## src/rtl/mem_load_return_pkg.sv

```systemverilog
// Shared definitions for the load-return unit: opcodes, FSM states, counter width.
// Latency: none (constants and a pure function only).
// Backpressure: not applicable.
package mem_load_return_pkg;

    // Load opcodes (MIPS primary opcode field)
    localparam logic [5:0] OP_LB  = 6'h20;
    localparam logic [5:0] OP_LH  = 6'h21;
    localparam logic [5:0] OP_LWL = 6'h22;
    localparam logic [5:0] OP_LW  = 6'h23;
    localparam logic [5:0] OP_LBU = 6'h24;
    localparam logic [5:0] OP_LHU = 6'h25;
    localparam logic [5:0] OP_LWR = 6'h26;
    localparam logic [5:0] OP_LL  = 6'h30;

    // Response watchdog counter width; timeout limit must fit in it
    localparam int CNT_W = 8;

    typedef enum logic [1:0] {
        ST_IDLE  = 2'd0,
        ST_WAIT  = 2'd1,
        ST_DRAIN = 2'd2,
        ST_RESP  = 2'd3
    } state_t;

    // True for every opcode this unit will issue a read for
    function automatic logic is_load_op(input logic [5:0] op);
        logic r;
        r = 1'b0;
        case (op)
            OP_LB, OP_LBU, OP_LH, OP_LHU, OP_LW, OP_LL: r = 1'b1;
`ifdef LOAD_RETURN_LWLR_EN
            OP_LWL, OP_LWR: r = 1'b1;
`endif
            default: r = 1'b0;
        endcase
        return r;
    endfunction

endpackage

```

## src/rtl/mem_load_return_align.sv

```systemverilog
// Load data aligner: big-endian lane select, sign/zero extend, LWL/LWR merge with rt.
// Latency: purely combinational.
// Backpressure: none; output follows inputs.
module load_data_align
    import mem_load_return_pkg::*;
(
    input  logic [5:0]  i_op,
    input  logic [1:0]  i_off,
    input  logic [31:0] i_rdata,
    input  logic [31:0] i_rt,
    output logic [31:0] o_result
);

    logic [7:0]  w_byte;
    logic [15:0] w_half;

    // Byte lane pick: offset 0 is the most significant byte
    always_comb begin
        w_byte = i_rdata[31:24];
        case (i_off)
            2'd0: w_byte = i_rdata[31:24];
            2'd1: w_byte = i_rdata[23:16];
            2'd2: w_byte = i_rdata[15:8];
            2'd3: w_byte = i_rdata[7:0];
            default: w_byte = i_rdata[31:24];
        endcase
    end

    // Halfword pick: only the upper offset bit matters for aligned halves
    always_comb begin
        w_half = i_off[1] ? i_rdata[15:0] : i_rdata[31:16];
    end

`ifndef LOAD_RETURN_LWLR_EN
    // rt is only a merge base for partial-word loads, which are absent here
    logic w_unused_rt;
    assign w_unused_rt = ^i_rt;
`endif

    // Final result selection by opcode
    always_comb begin
        o_result = i_rdata;
        case (i_op)
            OP_LB:  o_result = {{24{w_byte[7]}}, w_byte};
            OP_LBU: o_result = {24'd0, w_byte};
            OP_LH:  o_result = {{16{w_half[15]}}, w_half};
            OP_LHU: o_result = {16'd0, w_half};
            OP_LW,
            OP_LL:  o_result = i_rdata;
`ifdef LOAD_RETURN_LWLR_EN
            OP_LWL: begin
                case (i_off)
                    2'd0: o_result = i_rdata;
                    2'd1: o_result = {i_rdata[23:0], i_rt[7:0]};
                    2'd2: o_result = {i_rdata[15:0], i_rt[15:0]};
                    2'd3: o_result = {i_rdata[7:0],  i_rt[23:0]};
                    default: o_result = i_rdata;
                endcase
            end
            OP_LWR: begin
                case (i_off)
                    2'd0: o_result = {i_rt[31:8],  i_rdata[31:24]};
                    2'd1: o_result = {i_rt[31:16], i_rdata[31:16]};
                    2'd2: o_result = {i_rt[31:24], i_rdata[31:8]};
                    2'd3: o_result = i_rdata;
                    default: o_result = i_rdata;
                endcase
            end
`endif
            default: o_result = i_rdata;
        endcase
    end

endmodule

```

## src/rtl/mem_load_return.sv

```systemverilog
// Load-return unit: one outstanding load, flush drain, response watchdog, registered writeback.
// Latency: issue N -> read request N+1; earliest writeback N+2 (rvalid in the request cycle).
// Backpressure: o_busy stalls the pipeline while a request is outstanding. LWL/LWR need LOAD_RETURN_LWLR_EN.
module mem_load_return
    import mem_load_return_pkg::*;
#(
    parameter int unsigned TIMEOUT_CYCLES = 255
) (
    input  logic        clk,
    input  logic        rst,
    input  logic        i_issue,
    input  logic [5:0]  i_instr_op,
    input  logic [1:0]  i_addr_lo,
    input  logic [31:0] i_rt_value,
    input  logic [4:0]  i_dest_reg,
    input  logic        i_flush,
    input  logic        i_mem_rvalid,
    input  logic [31:0] i_mem_rdata,
    output logic        o_mem_rd_req,
    output logic        o_busy,
    output logic        o_wb_valid,
    output logic [4:0]  o_wb_reg,
    output logic [31:0] o_wb_data,
    output logic        o_bus_err
);

    localparam logic [CNT_W-1:0] TO_LIM = CNT_W'(TIMEOUT_CYCLES);

    state_t           r_state;
    logic [CNT_W-1:0] r_cnt;
    logic [5:0]       r_op;
    logic [1:0]       r_off;
    logic [4:0]       r_dest;
    logic [31:0]      w_rt_base;
    logic [31:0]      w_result;
    logic [CNT_W-1:0] w_cnt_next;
    logic             w_timeout;
    logic             w_accept;

`ifdef LOAD_RETURN_LWLR_EN
    logic [31:0] r_rt;

    // Capture rt at accept so the merge uses the value seen at issue time
    always_ff @(posedge clk or posedge rst) begin
        if (rst) begin
            r_rt <= 32'd0;
        end else if (w_accept && (r_state == ST_IDLE || r_state == ST_RESP)) begin
            r_rt <= i_rt_value;
        end
    end

    assign w_rt_base = r_rt;
`else
    // Without partial-word loads there is nothing to merge with
    logic w_unused_rt;
    assign w_unused_rt = ^i_rt_value;
    assign w_rt_base   = 32'd0;
`endif

    assign w_accept   = i_issue && is_load_op(i_instr_op) && !i_flush;
    assign w_cnt_next = r_cnt + 1'b1;
    // The current cycle is the last allowed WAIT/DRAIN cycle
    assign w_timeout  = (w_cnt_next >= TO_LIM);

    load_data_align u_align (
        .i_op     (r_op),
        .i_off    (r_off),
        .i_rdata  (i_mem_rdata),
        .i_rt     (w_rt_base),
        .o_result (w_result)
    );

    // Single-process FSM with all outputs registered
    always_ff @(posedge clk or posedge rst) begin
        if (rst) begin
            r_state      <= ST_IDLE;
            r_cnt        <= '0;
            r_op         <= 6'd0;
            r_off        <= 2'd0;
            r_dest       <= 5'd0;
            o_mem_rd_req <= 1'b0;
            o_busy       <= 1'b0;
            o_wb_valid   <= 1'b0;
            o_wb_reg     <= 5'd0;
            o_wb_data    <= 32'd0;
            o_bus_err    <= 1'b0;
        end else begin
            o_mem_rd_req <= 1'b0;
            o_wb_valid   <= 1'b0;
            o_bus_err    <= 1'b0;
            case (r_state)
                ST_IDLE, ST_RESP: begin
                    if (w_accept) begin
                        r_op         <= i_instr_op;
                        r_off        <= i_addr_lo;
                        r_dest       <= i_dest_reg;
                        r_cnt        <= '0;
                        r_state      <= ST_WAIT;
                        o_mem_rd_req <= 1'b1;
                        o_busy       <= 1'b1;
                    end else begin
                        r_state <= ST_IDLE;
                        o_busy  <= 1'b0;
                    end
                end
                ST_WAIT: begin
                    if (i_flush) begin
                        // A response or timeout coinciding with the flush ends the load quietly
                        if (i_mem_rvalid || w_timeout) begin
                            r_state <= ST_IDLE;
                            o_busy  <= 1'b0;
                        end else begin
                            r_state <= ST_DRAIN;
                            r_cnt   <= w_cnt_next;
                        end
                    end else if (i_mem_rvalid) begin
                        r_state    <= ST_RESP;
                        o_busy     <= 1'b0;
                        o_wb_valid <= 1'b1;
                        o_wb_reg   <= r_dest;
                        o_wb_data  <= w_result;
                    end else if (w_timeout) begin
                        r_state   <= ST_IDLE;
                        o_busy    <= 1'b0;
                        o_bus_err <= 1'b1;
                    end else begin
                        r_cnt <= w_cnt_next;
                    end
                end
                ST_DRAIN: begin
                    if (i_mem_rvalid || w_timeout) begin
                        r_state <= ST_IDLE;
                        o_busy  <= 1'b0;
                    end else begin
                        r_cnt <= w_cnt_next;
                    end
                end
                default: begin
                    r_state <= ST_IDLE;
                    o_busy  <= 1'b0;
                end
            endcase
        end
    end

endmodule

```

## config.mk

```make
export PLATFORM = sky130hd
export DESIGN_NAME = mem_load_return
export DESIGN_NICKNAME = d
export VERILOG_FILES = /design/src/rtl/mem_load_return_pkg.sv /design/src/rtl/mem_load_return_align.sv /design/src/rtl/mem_load_return.sv
export SDC_FILE = /design/constraint.sdc
export NUM_CORES = 1
export LEC_CHECK = 0
export CAP_MARGIN = 20
export CORE_MARGIN = 10
export CORE_UTILIZATION = 45
export CTS_CLUSTER_DIAMETER = 100
export CTS_CLUSTER_SIZE = 12
export DETAILED_ROUTE_END_ITERATION = 16
export PLACE_DENSITY = 0.8
export RECOVER_POWER = 25
export SLEW_MARGIN = 20
export SYNTH_ARGS = -nofsm -noshare
export SYNTH_HDL_FRONTEND = slang
export SYNTH_SLANG_ARGS = --single-unit
```

## constraint.sdc

```tcl
create_clock -name clk -period 2.3 [get_ports clk]
set_input_delay 0.46 -clock clk [delete_from_list [all_inputs] [get_ports clk]]
set_output_delay 0.46 -clock clk [all_outputs]
set_load 0.02 [all_outputs]
```

# Yosys cells after proc, flatten, opt, wreduce, memory -nomap -nowiden

Cells that the tools add are included.

Magnitude comparators: 1
Muxes and demuxes: 31
Multiply operators: 0
$add $sub $neg: 1
Shifts and indexed selects: 0
Reduce and logical (&&, ||, !) cells: 12
Bitwise logic cells: 1
Divide/modulo/power cells: 0
Equal/unequal tests: 21

Operators by type and width:

| kind                  | count |
|---|---|
| $pmux W32 S4          | 1 |
| $eq A6 B6 Y1 const B  | 10 |
| $mux W8               | 5 |
| $pmux W8 S4           | 1 |
| $pmux W8 S3           | 1 |
| $mux W16              | 1 |
| $mux W1               | 15 |
| $mux W2               | 5 |
| $add A8 B1 Y8 const B | 1 |
| $eq A2 B2 Y1 const B  | 4 |
| $ge A8 B8 Y1 const B  | 1 |
| $ne A3 B3 Y1 const B  | 2 |
| $pmux W2 S3           | 1 |
| $reduce_and A3 Y1     | 2 |
| $reduce_or A6 Y1      | 1 |
| $eq A2 B1 Y1 const B  | 2 |
| $logic_not A2 Y1      | 2 |
| $ne A2 B2 Y1 const B  | 2 |
| $ne A4 B4 Y1 const B  | 1 |
| $reduce_and A2 Y1     | 2 |
| $pmux W1 S3           | 1 |
| $logic_and A1 B1 Y1   | 2 |
| $reduce_or A2 Y1      | 1 |
| $logic_not A1 Y1      | 1 |
| 2 further kinds       | 2 |

Memory bits (writable): 0
Input port bits: 82
Output and inout port bits: 41
Memory bits (read-only): 0
Register bits: 64
Latch bits: 0
Memories kept: 0
Word-level logic and storage cells: 78

# Depth between registers and ports, before layout

Gate-level depths: netlist of the first run.

Depth after elaboration: 7
Mapped depth: 8
Depth with buffers taken out: 7

# Cells and area by module

From an unflattened synthesis of the first run, not the netlist that was laid out.

Cells, all modules: 310
Area, all modules: 3,414.5 um^2

By module, submodules not included:

| module          | cells each | instances | area an instance (um^2) | seq. area each (um^2) |
|---|---|---|---|---|
| mem_load_return | 208        | 1         | 2,760.1                 | 1,601.5 |
| load_data_align | 102        | 1         | 654.4                   | 0.0 |

# Least setup slack after synthesis of the first run

No wires, ideal clock.

Kind: register to register
From: register r_state[0]
To: register r_cnt[5]
Arrival: 1.776 ns
Period minus slack after synthesis: 1.843 ns
Setup slack: 0.457 ns
Buffers on the path: 0
Setup time: 0.067 ns
Cell stages (with the launch flop): 8
Cell sequence: dfrtp_1 inv_1 ha_1 inv_1 o21ai_0 a211oi_2 a221o_1 a22o_1

Longest elaborated chain between the ends: 4

Ends and longest elaborated chain:

| element                                                 | line                   | source |
|---|---|---|
| from (decl)                                             | mem_load_return.sv:29  | `state_t r_state;` |
| from (signal assigned)                                  | mem_load_return.sv:76  | `r_state <= ST_IDLE;` |
| from (signal assigned)                                  | mem_load_return.sv:98  | `r_state <= ST_WAIT;` |
| from (signal assigned)                                  | mem_load_return.sv:102 | `r_state <= ST_IDLE;` |
| $eq A2 B2 Y1 / $logic_not A2 Y1 (equally long branches) | mem_load_return.sv:91  | `case (r_state)` |
| $reduce_or A2 Y1                                        | mem_load_return.sv:91  |  |
| $ne A2 B2 Y1 (no source line)                           | --                     |  |
| $reduce_and A3 Y1 (no source line)                      | --                     |  |
| to (signal assigned)                                    | mem_load_return.sv:114 | `r_cnt <= w_cnt_next;` |
| to (signal assigned)                                    | mem_load_return.sv:127 | `r_cnt <= w_cnt_next;` |
| to (signal assigned)                                    | mem_load_return.sv:135 | `r_cnt <= w_cnt_next;` |
| to (decl)                                               | mem_load_return.sv:30  | `logic [CNT_W-1:0] r_cnt;` |

Several ways; a longest one is shown, not always the timed one.
A chain may end at the register's enable or synchronous reset.

# Final worst setup path of the first run

From: register r_cnt[0]
To: register r_cnt[5]

Longest elaborated chain between the ends: 6

Ends and longest elaborated chain:

| element            | line                                           | source |
|---|---|---|
| $add A8 B1 Y8 (*)  | mem_load_return.sv:61                          | `assign w_cnt_next = r_cnt + 1'b1;` |
| $ge A8 B8 Y1       | mem_load_return.sv:63                          | `assign w_timeout = (w_cnt_next >= TO_LIM);` |
| $logic_or A1 B1 Y1 | mem_load_return.sv:109, mem_load_return.sv:131 |  |
| $mux W8            | mem_load_return.sv:109, mem_load_return.sv:131 |  |
| $mux W8            | mem_load_return.sv:107                         | `if (i_flush) begin` |
| $pmux W8 S3        | mem_load_return.sv:91                          |  |

Mark *: on every way between the ends. The rest lies on a longest branch, timed or not. The select of a mux whose other input is x is not followed.

==> results of run 1 <==
## worst max-delay path, delay by kind of cell, from the launching register on
kind	cells	cell delay, ns
AO/OA/AOI/OAI	3	0.63
adder cells (fa/ha/maj)	1	0.27
buffers and inverters	1	0.18
XOR/XNOR	1	0.14
AND/OR/NAND/NOR	1	0.25
flip-flops	1	0.44
## layout by cell type, fill, tap and decap left out, types with 2 or more instances in the layout
cell / count
o21ai_0: 30
nor2b_1: 9
a21oi_4: 10
dfrtp_1: 64
nor2_1: 35
inv_1: 9
ha_1: 4
a21o_1: 2
xnor2_1: 2
a22oi_1: 8
clkbuf_8: 11
mux2_2: 14
buf_4: 20
nand2b_1: 4
and2_1: 2
o221ai_1: 8
clkdlybuf4s50_1: 90
a21oi_1: 25
a221o_1: 2
a211oi_1: 2
buf_12: 2
nand3_1: 3
a22o_1: 3
o22ai_1: 3
nand2_1: 60
nor3_1: 10
mux4_2: 8
or2_2: 2
## area by class of cell
cell class | count | share of cell area [%]
inverter | 10 | 0.778
clock buffer | 11 | 3.14
multi-input combinational | 263 | 36.7
timing repair buffer | 113 | 22.7
clock inverter | 3 | 0.882
tap | 102 | 2.64
sequential | 64 | 33.2
## per-stage QoR
| stage | hold slack [ns] | area, µm² | util (%) |
|---|---|---|---|
| after floorplan | 0.433 | 3520 | - |
| after global placement | 0.444 | 4650 | 60.8 |
| after detailed placement | 0.453 | 4650 | 60.8 |
| after CTS | 0.466 | 4840 | 63.3 |
| after global routing | 0.496 | 4830 | 63.1 |
| final | 0.466 | 4830 | 63.1 |
## kinds of logic after synthesis
group / Yosys count / share of synthesized area (%)
flops: 64 / 45.5
xor+xnor: 2 / 0.498
simple gates: 133 / 17.3
compound gates: 102 / 21.5
fa+ha+maj: 4 / 1.42
buf+inv: 32 / 4.20
mux: 22 / 9.60
## power by group
part | internal [mW] | switching [mW] | total [mW]
clock network | 0.546 | 0.428 | 0.974
registers | 1.30 | 0.151 | 1.45
logic | 0.629 | 0.672 | 1.30
total | 2.48 | 1.25 | 3.73
## metal layers
metal / up-vias / part of all wire, %
li1: 1468 / -
met1: 1508 / 41
met2: 157 / 48
met3: 22 / 9.0
met4: 0 / 2.5
met5: - / 0
## how the worst max path moves through the flow
stage                         startpoint                    to  slack [ns]  cells past startpoint
floorplan                            rst   o_bus_err$_DFF_PP0_        0.24                      1
global placement                 i_flush  r_cnt[1]$_DFFE_PP0P_        0.02                      6
detailed placement               i_flush  r_cnt[1]$_DFFE_PP0P_      -0.009                      6
CTS                 r_cnt[0]$_DFFE_PP0P_  r_cnt[5]$_DFFE_PP0P_        0.26                      7
global route                         rst   r_op[2]$_DFFE_PP0P_        0.08                      3
finish              r_cnt[0]$_DFFE_PP0P_  r_cnt[5]$_DFFE_PP0P_        0.25                      7
==> impl_metrics.env, run 1 <==
export IMPL_grt_start_max_net_pins=65
export IMPL_dp_cells=552
export IMPL_ir_drop_uv=402
export IMPL_startpoint_type="flop"
export IMPL_p_per_area_nw_per_um2=772
export IMPL_period_share_pct=89.0
export IMPL_cts_root_buf="clkbuf_8"
export IMPL_synth_seq_cells=64
export IMPL_cp_required_ns=2.52
export IMPL_gr_usage_met3_pct=5.65
export IMPL_gp_congestion=0.834
export IMPL_violations="capacitance limit, slew limit"
export IMPL_synth_top_area_share_pct=45.5
export IMPL_diodes=0
export IMPL_tightestPinTransition_ns=1.57
export IMPL_num_io_pins=123
export IMPL_syn_nets=445
export IMPL_synthArstFlopShare_pct=100
export IMPL_num_rows=32
export IMPL_grtUsageTotal_pct=17.7
export IMPL_largest_register_ff_count=32
export IMPL_ff2ff_path_depth=7
export IMPL_die_x_um=108
export IMPL_path_cells="ha_1 > xnor2_1 > nor3_2 > a211oi_2 > buf_4 > a221o_1 > a22o_1"
export IMPL_grt_pass1_vias=3250
export IMPL_synth_edff_count=0
export IMPL_drtAntennaViolNets=0
export IMPL_post_cts_resized=0
export IMPL_synth_area_leaders="dfrtp_1 (46%), nand2_1 (6.4%), mux4_2 (5.1%), a21oi_4 (4.6%), mux2_2 (4.5%)"
export IMPL_core_um2=7650
export IMPL_r2r_slack_ns=0.25
export IMPL_vias=3155
export IMPL_grt_use_met2_pct=28.9
export IMPL_maxCapViolations=1
export IMPL_htreeDepth=3
export IMPL_syn_area_um2=3520
export IMPL_maxSlewViolCount=65
export IMPL_register_area_um2=1600
export IMPL_syn2layout_area_growth_pct=37.2
export IMPL_dr_first_iter_drc_count=150
export IMPL_timing_rr_end="r_cnt[5]$_DFFE_PP0P_"
export IMPL_pre_cts_ws_ns=-0.00913
export IMPL_hpwlAfterDp_um=7340
export IMPL_reg_top3="o_wb_data (32), r_cnt (8), r_op (6)"
export IMPL_clock_path_buffers=2
export IMPL_synth_cell_types=46
export IMPL_drive_above_1_share_pct=17.0
export IMPL_cts_sinks=64
export IMPL_clk_pin_slew_worst_paths_ns=0.07
export IMPL_yosysMostFrequentCell="dfrtp_1"
export IMPL_worstSetupPathType="flop to flop"
export IMPL_synth_top_area_cell="dfrtp_1"
export IMPL_regMostFlops="o_wb_data"
export IMPL_timing_fmax_mhz=489
export IMPL_final_cells=566
export IMPL_initial_core_util_pct=46.0
export IMPL_wl_per_cell_um=17.8
export IMPL_multi_input_comb_area_um2=1770
export IMPL_hold_depth=2
export IMPL_slew_headroom_pct=-4.62
export IMPL_cp_max_fo=7
export IMPL_synth_commonest_cells="dfrtp_1 (64), nand2_1 (60), nor2_1 (35), o21ai_0 (30), a21oi_1 (25)"
export IMPL_num_nets_final=547
export IMPL_finalPower_mw=3.73
export IMPL_synth_cells=359
export IMPL_rr_startpoint="r_cnt[0]$_DFFE_PP0P_"
export IMPL_ys_seq_area_share_pct=45.5
export IMPL_min_to="o_wb_reg[1]$_DFFE_PP0P_"
export IMPL_setup_viol_count_final=0
export IMPL_cp_data_arrival_time_ns=2.27
export IMPL_clock_skew_ns=0.00615
export IMPL_end_kind="flop"
export IMPL_die_h_um=108
export IMPL_hold_buffers=0
export IMPL_antenna_found_initial=0
export IMPL_drc=0
export IMPL_layout_setup_ws_ns=0.253
export IMPL_portBuffers=90
export IMPL_cpMaxStageDelayCell="dfrtp_1"
export IMPL_cts_made_buffers=9
export IMPL_min_from="r_dest[1]$_DFFE_PP0P_"
export IMPL_firstDrtPassIters=5
export IMPL_post_cts_setup_buffer_count=0
export IMPL_clock_latency_ns=0.33
export IMPL_finalSetupTns_ns=0
export IMPL_tritoncts="built"
export IMPL_synth_main_ff_cell="dfrtp_1"
export IMPL_syn_area_per_cell_um2=9.80
export IMPL_grt_pass1_wl_um=16500
export IMPL_busiest_layer="met2"
export IMPL_hold_viol=0
export IMPL_n_fill_cell=623
export IMPL_period_needed_ns=2.05
export IMPL_slowest_delay_ns=0.44
export IMPL_use_met1_pct=21.6
export IMPL_p_leak_nw=2.05
export IMPL_ys_warn_count=0
export IMPL_outcome="finished with violations"
export IMPL_rsz0062_at_grt="no"
export IMPL_wl_um=10100
export IMPL_viasPerCell=5.57
export IMPL_die_area_um2=11800
export IMPL_hp_class="flop to flop"
export IMPL_grt_ovfl_total=0
Power figures use the tool's default switching activity.
==> run 2, diff against run 1 <==
--- a/config.mk
+++ b/config.mk
@@ -11,7 +11,7 @@
 export CTS_CLUSTER_DIAMETER = 100
 export CTS_CLUSTER_SIZE = 12
 export DETAILED_ROUTE_END_ITERATION = 16
-export PLACE_DENSITY = 0.8
+export DONT_BUFFER_PORTS = 1
 export RECOVER_POWER = 25
 export SLEW_MARGIN = 20
 export SYNTH_ARGS = -nofsm -noshare
==> run 2 against run 1 <==
Against the previous run:
- sequential power increased by 10%
- combinational power decreased by 40%
- largest power group unchanged
- non-clock buffer count is 99 lower
- clock power is essentially flat
- flip-flop and latch count is the same
- the flow still finishes with violations (capacitance limit, slew limit)
- critical endpoint is now o_wb_data[22]$_DFFE_PP0P_
==> impl_metrics.env, run 2 (synthesis gave the netlist of run 1 again) <==
export IMPL_cts_root_buf="clkbuf_8"
export IMPL_grtUsageTotal_pct=15.8
export IMPL_cts_made_buffers=9
export IMPL_post_cts_setup_buffer_count=0
export IMPL_register_area_um2=1600
export IMPL_initial_core_util_pct=46.0
export IMPL_regMostFlops="o_wb_data"
export IMPL_cp_required_ns=2.50
export IMPL_hpwlAfterDp_um=6670
export IMPL_hold_viol=0
export IMPL_cts_sinks=64
export IMPL_path_cells="mux4_2 > nand2b_1 > a211oi_4 > nor2_4 > a21oi_1"
export IMPL_htreeDepth=3
export IMPL_ir_drop_uv=447
export IMPL_final_common_cell="dfrtp_1"
export IMPL_outcome="finished with violations"
export IMPL_violations="capacitance limit, slew limit"
export IMPL_multi_input_comb_area_um2=1770
export IMPL_r2r_slack_ns=0.17
export IMPL_slew_headroom_pct=-3.55
export IMPL_hp_class="primary input to flop"
export IMPL_clock_path_buffers=2
export IMPL_grt_ovfl_total=0
export IMPL_clock_skew_ns=0.00947
export IMPL_path_buf_inv=0
export IMPL_die_h_um=108
export IMPL_utilization_pct=50.2
export IMPL_p_leak_nw=1.67
export IMPL_startpoint_type="flop"
export IMPL_num_nets_final=448
export IMPL_p_per_area_nw_per_um2=874
export IMPL_drive_above_1_share_pct=19.3
export IMPL_wl_per_cell_um=19.3
export IMPL_hold_buffers=0
export IMPL_crit_family="simple AND/OR/NAND/NOR gates"
export IMPL_slowest_delay_ns=0.60
export IMPL_dr_first_iter_drc_count=78
export IMPL_cp_data_arrival_time_ns=2.32
export IMPL_grt_pass1_vias=2615
export IMPL_n_fill_cell=713
export IMPL_antenna_found_initial=1
export IMPL_maxCapViolations=1
export IMPL_die_x_um=108
export IMPL_vias=2617
export IMPL_num_rows=32
export IMPL_drtAntennaViolNets=0
export IMPL_reg_top3="o_wb_data (32), r_cnt (8), r_op (6)"
export IMPL_clock_latency_ns=0.34
export IMPL_gp_congestion=0.831
export IMPL_tightestPinTransition_ns=1.55
export IMPL_final_cell_mix="dfrtp_1 (64), nand2_1 (60), nor2_1 (35)"
export IMPL_period_share_pct=92.4
export IMPL_finalSetupTns_ns=0
export IMPL_core_um2=7650
export IMPL_finalPower_mw=3.35
export IMPL_tritoncts="built"
export IMPL_worstSetupPathType="flop to flop"
export IMPL_grt_start_max_net_pins=65
export IMPL_grt_pass1_wl_um=14400
export IMPL_firstDrtPassIters=4
export IMPL_num_io_pins=123
export IMPL_timing_fmax_mhz=471
export IMPL_viasPerCell=5.57
export IMPL_portBuffers=0
export IMPL_cp_max_fo=16
export IMPL_rsz0062_at_grt="no"
export IMPL_maxSlewViolCount=65
export IMPL_post_cts_resized=0
export IMPL_syn2layout_area_growth_pct=9.07
export IMPL_die_area_um2=11800
export IMPL_largest_register_ff_count=32
export IMPL_wl_um=9090
export IMPL_clk_pin_slew_worst_paths_ns=0.08
export IMPL_setup_viol_count_final=0
export IMPL_drc=0
export IMPL_period_needed_ns=2.13
export IMPL_end_kind="flop"
export IMPL_holdWs_ns=0.194
export IMPL_cpMaxStageDelayCell="nor2_4"
[run 2: cell count changes in the layout (fill, tap and decap cells not counted), sizes merged]
| cell | before | now |
|---|---|---|
| buf | 22 | 13 |
| clkdlybuf4s50 | 90 | 0 |
| clkinv | 2 | 3 |
| inv | 9 | 11 |
| diode | 0 | 1 |
| clkbuf | 12 | 11 |
[run 2: final timing paths]
path                            cells past startpoint                         to                  start
worst max-delay path                                5  o_wb_data[22]$_DFFE_PP0P_   r_off[1]$_DFFE_PP0P_
worst min-delay path                                1        o_bus_err$_DFF_PP0_           i_mem_rvalid
worst max register to register                      5  o_wb_data[22]$_DFFE_PP0P_   r_off[1]$_DFFE_PP0P_
worst min register to register                      2    o_wb_reg[4]$_DFFE_PP0P_  r_dest[4]$_DFFE_PP0P_
max in group asynchronous                           2   o_wb_data[4]$_DFFE_PP0P_                    rst
min in group asynchronous                           2    o_wb_reg[4]$_DFFE_PP0P_                    rst
[run 2: worst register-to-register path, delay by kind of cell (launching register included)]
kind,cells,cell delay (ns)
compound gates,2,0.26
flops,1,0.41
mux,1,0.55
simple gates,2,0.77
[run 2: report_power, final]
part,total [mW],internal (mW),switching (mW)
combinational,0.777,0.352,0.425
clock,0.974,0.506,0.467
sequential,1.60,1.30,0.303
[run 2: layout make-up]
cell class / instances / share of cell area (%)
Multi-Input combinational cell: 263 / 46.1
Antenna cell: 1 / 0.0652
Clock buffer: 10 / 3.33
Clock inverter: 6 / 1.79
Sequential cell: 64 / 41.7
Timing Repair Buffer: 14 / 2.67
Tap cell: 102 / 3.33
Inverter: 10 / 0.978
[run 2: metal layers]
| layer | global-route usage (%) | part of all wire [%] |
|---|---|---|
| met1 | 17.9 | 39 |
| met2 | 25.5 | 48 |
| met3 | 7.26 | 12 |
| met4 | 5.93 | 0.79 |
| met5 | 0 | 0 |
[run 2: through the flow]
stage | setup slack [ns] | cells | cell area (µm²)
6_report | 0.175 | 470 | 3840
5_1_grt | 0.0736 | 469 | 3830
4_1_cts | 0.156 | 469 | 3850
3_5_place_dp | 0.142 | 453 | 3650
3_3_place_gp | 0.185 | 453 | 3650
2_1_floorplan | 0.242 | 359 | 3520
==> run 3, diff against run 2 <==
--- a/config.mk
+++ b/config.mk
@@ -5,13 +5,18 @@
 export SDC_FILE = /design/constraint.sdc
 export NUM_CORES = 1
 export LEC_CHECK = 0
+export ABC_CLOCK_PERIOD_IN_PS = 2300
 export CAP_MARGIN = 20
+export CELL_PAD_IN_SITES_DETAIL_PLACEMENT = 0
+export CELL_PAD_IN_SITES_GLOBAL_PLACEMENT = 1
+export CORE_ASPECT_RATIO = 0.5
 export CORE_MARGIN = 10
 export CORE_UTILIZATION = 45
 export CTS_CLUSTER_DIAMETER = 100
 export CTS_CLUSTER_SIZE = 12
 export DETAILED_ROUTE_END_ITERATION = 16
 export DONT_BUFFER_PORTS = 1
+export PLACE_DENSITY_LB_ADDON = 0.1
 export RECOVER_POWER = 25
 export SLEW_MARGIN = 20
 export SYNTH_ARGS = -nofsm -noshare
==> run 3 against run 2 <==
Against the previous run:
- the run still ends with capacitance limit, slew limit left
- worst hold slack gained 0.0072 ns
- final area grew 3.7%
- via count grew 6.3%
- sequential power is essentially flat
- non-clock buffer count grew 2
- sequential share of layout area shrank 1.5 points
- global-route usage grew 0.24 points
- die area grew 1.8%
- setup slack lost 0.037 ns
- critical endpoint is now r_cnt[5]$_DFFE_PP0P_
==> impl_metrics.env, run 3 (synthesis gave the netlist of run 1 again) <==
export IMPL_reg_top3="o_wb_data (32), r_cnt (8), r_op (6)"
export IMPL_period_needed_ns=2.16
export IMPL_grt_pass1_vias=2731
export IMPL_finalPower_mw=3.81
export IMPL_grt_ovfl_total=0
export IMPL_clock_latency_ns=0.33
export IMPL_clock_skew_ns=0.00507
export IMPL_die_h_um=82.5
export IMPL_cts_made_buffers=9
export IMPL_firstDrtPassIters=4
export IMPL_timing_fmax_mhz=462
export IMPL_drc=0
export IMPL_gp_congestion=0.754
export IMPL_rr_startpoint="r_state[1]$_DFFE_PP0P_"
export IMPL_cts_sinks=64
export IMPL_drive_above_1_share_pct=20.1
export IMPL_utilization_pct=53.4
export IMPL_final_cell_mix="dfrtp_1 (64), nand2_1 (60), nor2_1 (35)"
export IMPL_final_cells=477
export IMPL_p_leak_nw=1.73
export IMPL_cp_required_ns=2.52
export IMPL_startpoint_type="flop"
export IMPL_maxCapViolations=1
export IMPL_antenna_found_initial=0
export IMPL_rsz0062_at_grt="no"
export IMPL_violations="capacitance limit, slew limit"
export IMPL_outcome="finished with violations"
export IMPL_portBuffers=0
export IMPL_crit_path_start="r_state[1]$_DFFE_PP0P_"
export IMPL_cpMaxStageDelayCell="o21ai_0"
export IMPL_grt_start_max_net_pins=65
export IMPL_post_cts_resized=0
export IMPL_num_nets_final=450
export IMPL_diodes=0
export IMPL_core_um2=7460
export IMPL_slew_headroom_pct=-6.17
export IMPL_die_area_um2=12000
export IMPL_maxSlewViolCount=65
export IMPL_wl_um=9460
export IMPL_hp_class="primary input to flop"
export IMPL_path_cells="inv_1 > ha_1 > o21ai_0 > a211oi_2 > buf_4 > a221o_1 > a22o_1"
export IMPL_largest_register_ff_count=32
export IMPL_cp_max_fo=9
export IMPL_min_from="i_mem_rvalid"
export IMPL_stdcell_area_um2=3980
export IMPL_clock_path_buffers=2
export IMPL_hold_viol=0
export IMPL_viasPerCell=5.83
export IMPL_dr_first_iter_drc_count=172
export IMPL_ir_drop_uv=388
export IMPL_holdWs_ns=0.201
export IMPL_num_rows=22
export IMPL_vias=2783
export IMPL_cp_data_arrival_time_ns=2.38
export IMPL_dp_cells=461
export IMPL_dpl_cell_area_um2=3690
export IMPL_clk_pin_slew_worst_paths_ns=0.05
export IMPL_layout_setup_ws_ns=0.137
export IMPL_pre_cts_ws_ns=0.119
export IMPL_worstSetupPathType="flop to flop"
export IMPL_die_x_um=145
export IMPL_hpwlAfterDp_um=6890
export IMPL_post_cts_setup_buffer_count=0
export IMPL_drtAntennaViolNets=0
export IMPL_grt_pass1_wl_um=15200
export IMPL_tritoncts="built"
export IMPL_htreeDepth=3
export IMPL_finalSetupTns_ns=0
export IMPL_setup_viol_count_final=0
export IMPL_grtUsageTotal_pct=16.0
export IMPL_p_per_area_nw_per_um2=958
export IMPL_syn2layout_area_growth_pct=13.2
export IMPL_cts_root_buf="clkbuf_16"
export IMPL_final_common_cell="dfrtp_1"
export IMPL_num_io_pins=123
export IMPL_end_kind="flop"
export IMPL_period_share_pct=94.0
export IMPL_wl_per_cell_um=19.8
export IMPL_tightestPinTransition_ns=1.59
export IMPL_slowest_delay_ns=0.57
export IMPL_initial_core_util_pct=47.2
export IMPL_hold_buffers=0
export IMPL_regMostFlops="o_wb_data"
[run 3: routing by layer]
| layer | GRT usage [%] | routed length, µm | vias to the layer above |
|---|---|---|---|
| li1 | - | - | 1285 |
| met1 | 18.5 | 3980 | 1396 |
| met2 | 26.5 | 4470 | 88 |
| met3 | 7.98 | 915 | 14 |
| met4 | 4.11 | 100 | 0 |
| met5 | 0 | 0 | - |
[run 3: power by group]
part / internal [mW] / switching, mW / total, mW
Sequential: 1.30 / 0.310 / 1.61
Clock: 0.893 / 0.508 / 1.40
Combinational: 0.366 / 0.435 / 0.800
Total: 2.56 / 1.25 / 3.81
[run 3: final timing paths]
kind / end / slack, ns / depth (start not counted)
min in group asynchronous: o_busy$_DFFE_PP0P_ / 0.55 / 2
setup reg to reg: r_cnt[5]$_DFFE_PP0P_ / 0.14 / 7
setup / recovery: r_cnt[5]$_DFFE_PP0P_ / 0.14 / 7
hold reg to reg: o_wb_reg[2]$_DFFE_PP0P_ / 0.46 / 2
hold / removal: o_bus_err$_DFF_PP0_ / 0.20 / 1
max in group asynchronous: r_cnt[7]$_DFFE_PP0P_ / 0.78 / 2
[run 3: worst max-delay path, delay by kind of cell, from the launching register on]
family	cells	cell delay [ns]
compound gates	4	1.13
flops	1	0.39
buf+inv	2	0.27
fa+ha+maj	1	0.25
[run 3: area by class of cell]
type	count	area, µm²
Clock inverter	5	55.1
Multi-Input combinational cell	263	1770
Timing Repair Buffer	16	130
Sequential cell	64	1600
Fill cell	689	3480
Inverter	10	37.5
Clock buffer	11	253
Tap cell	108	135
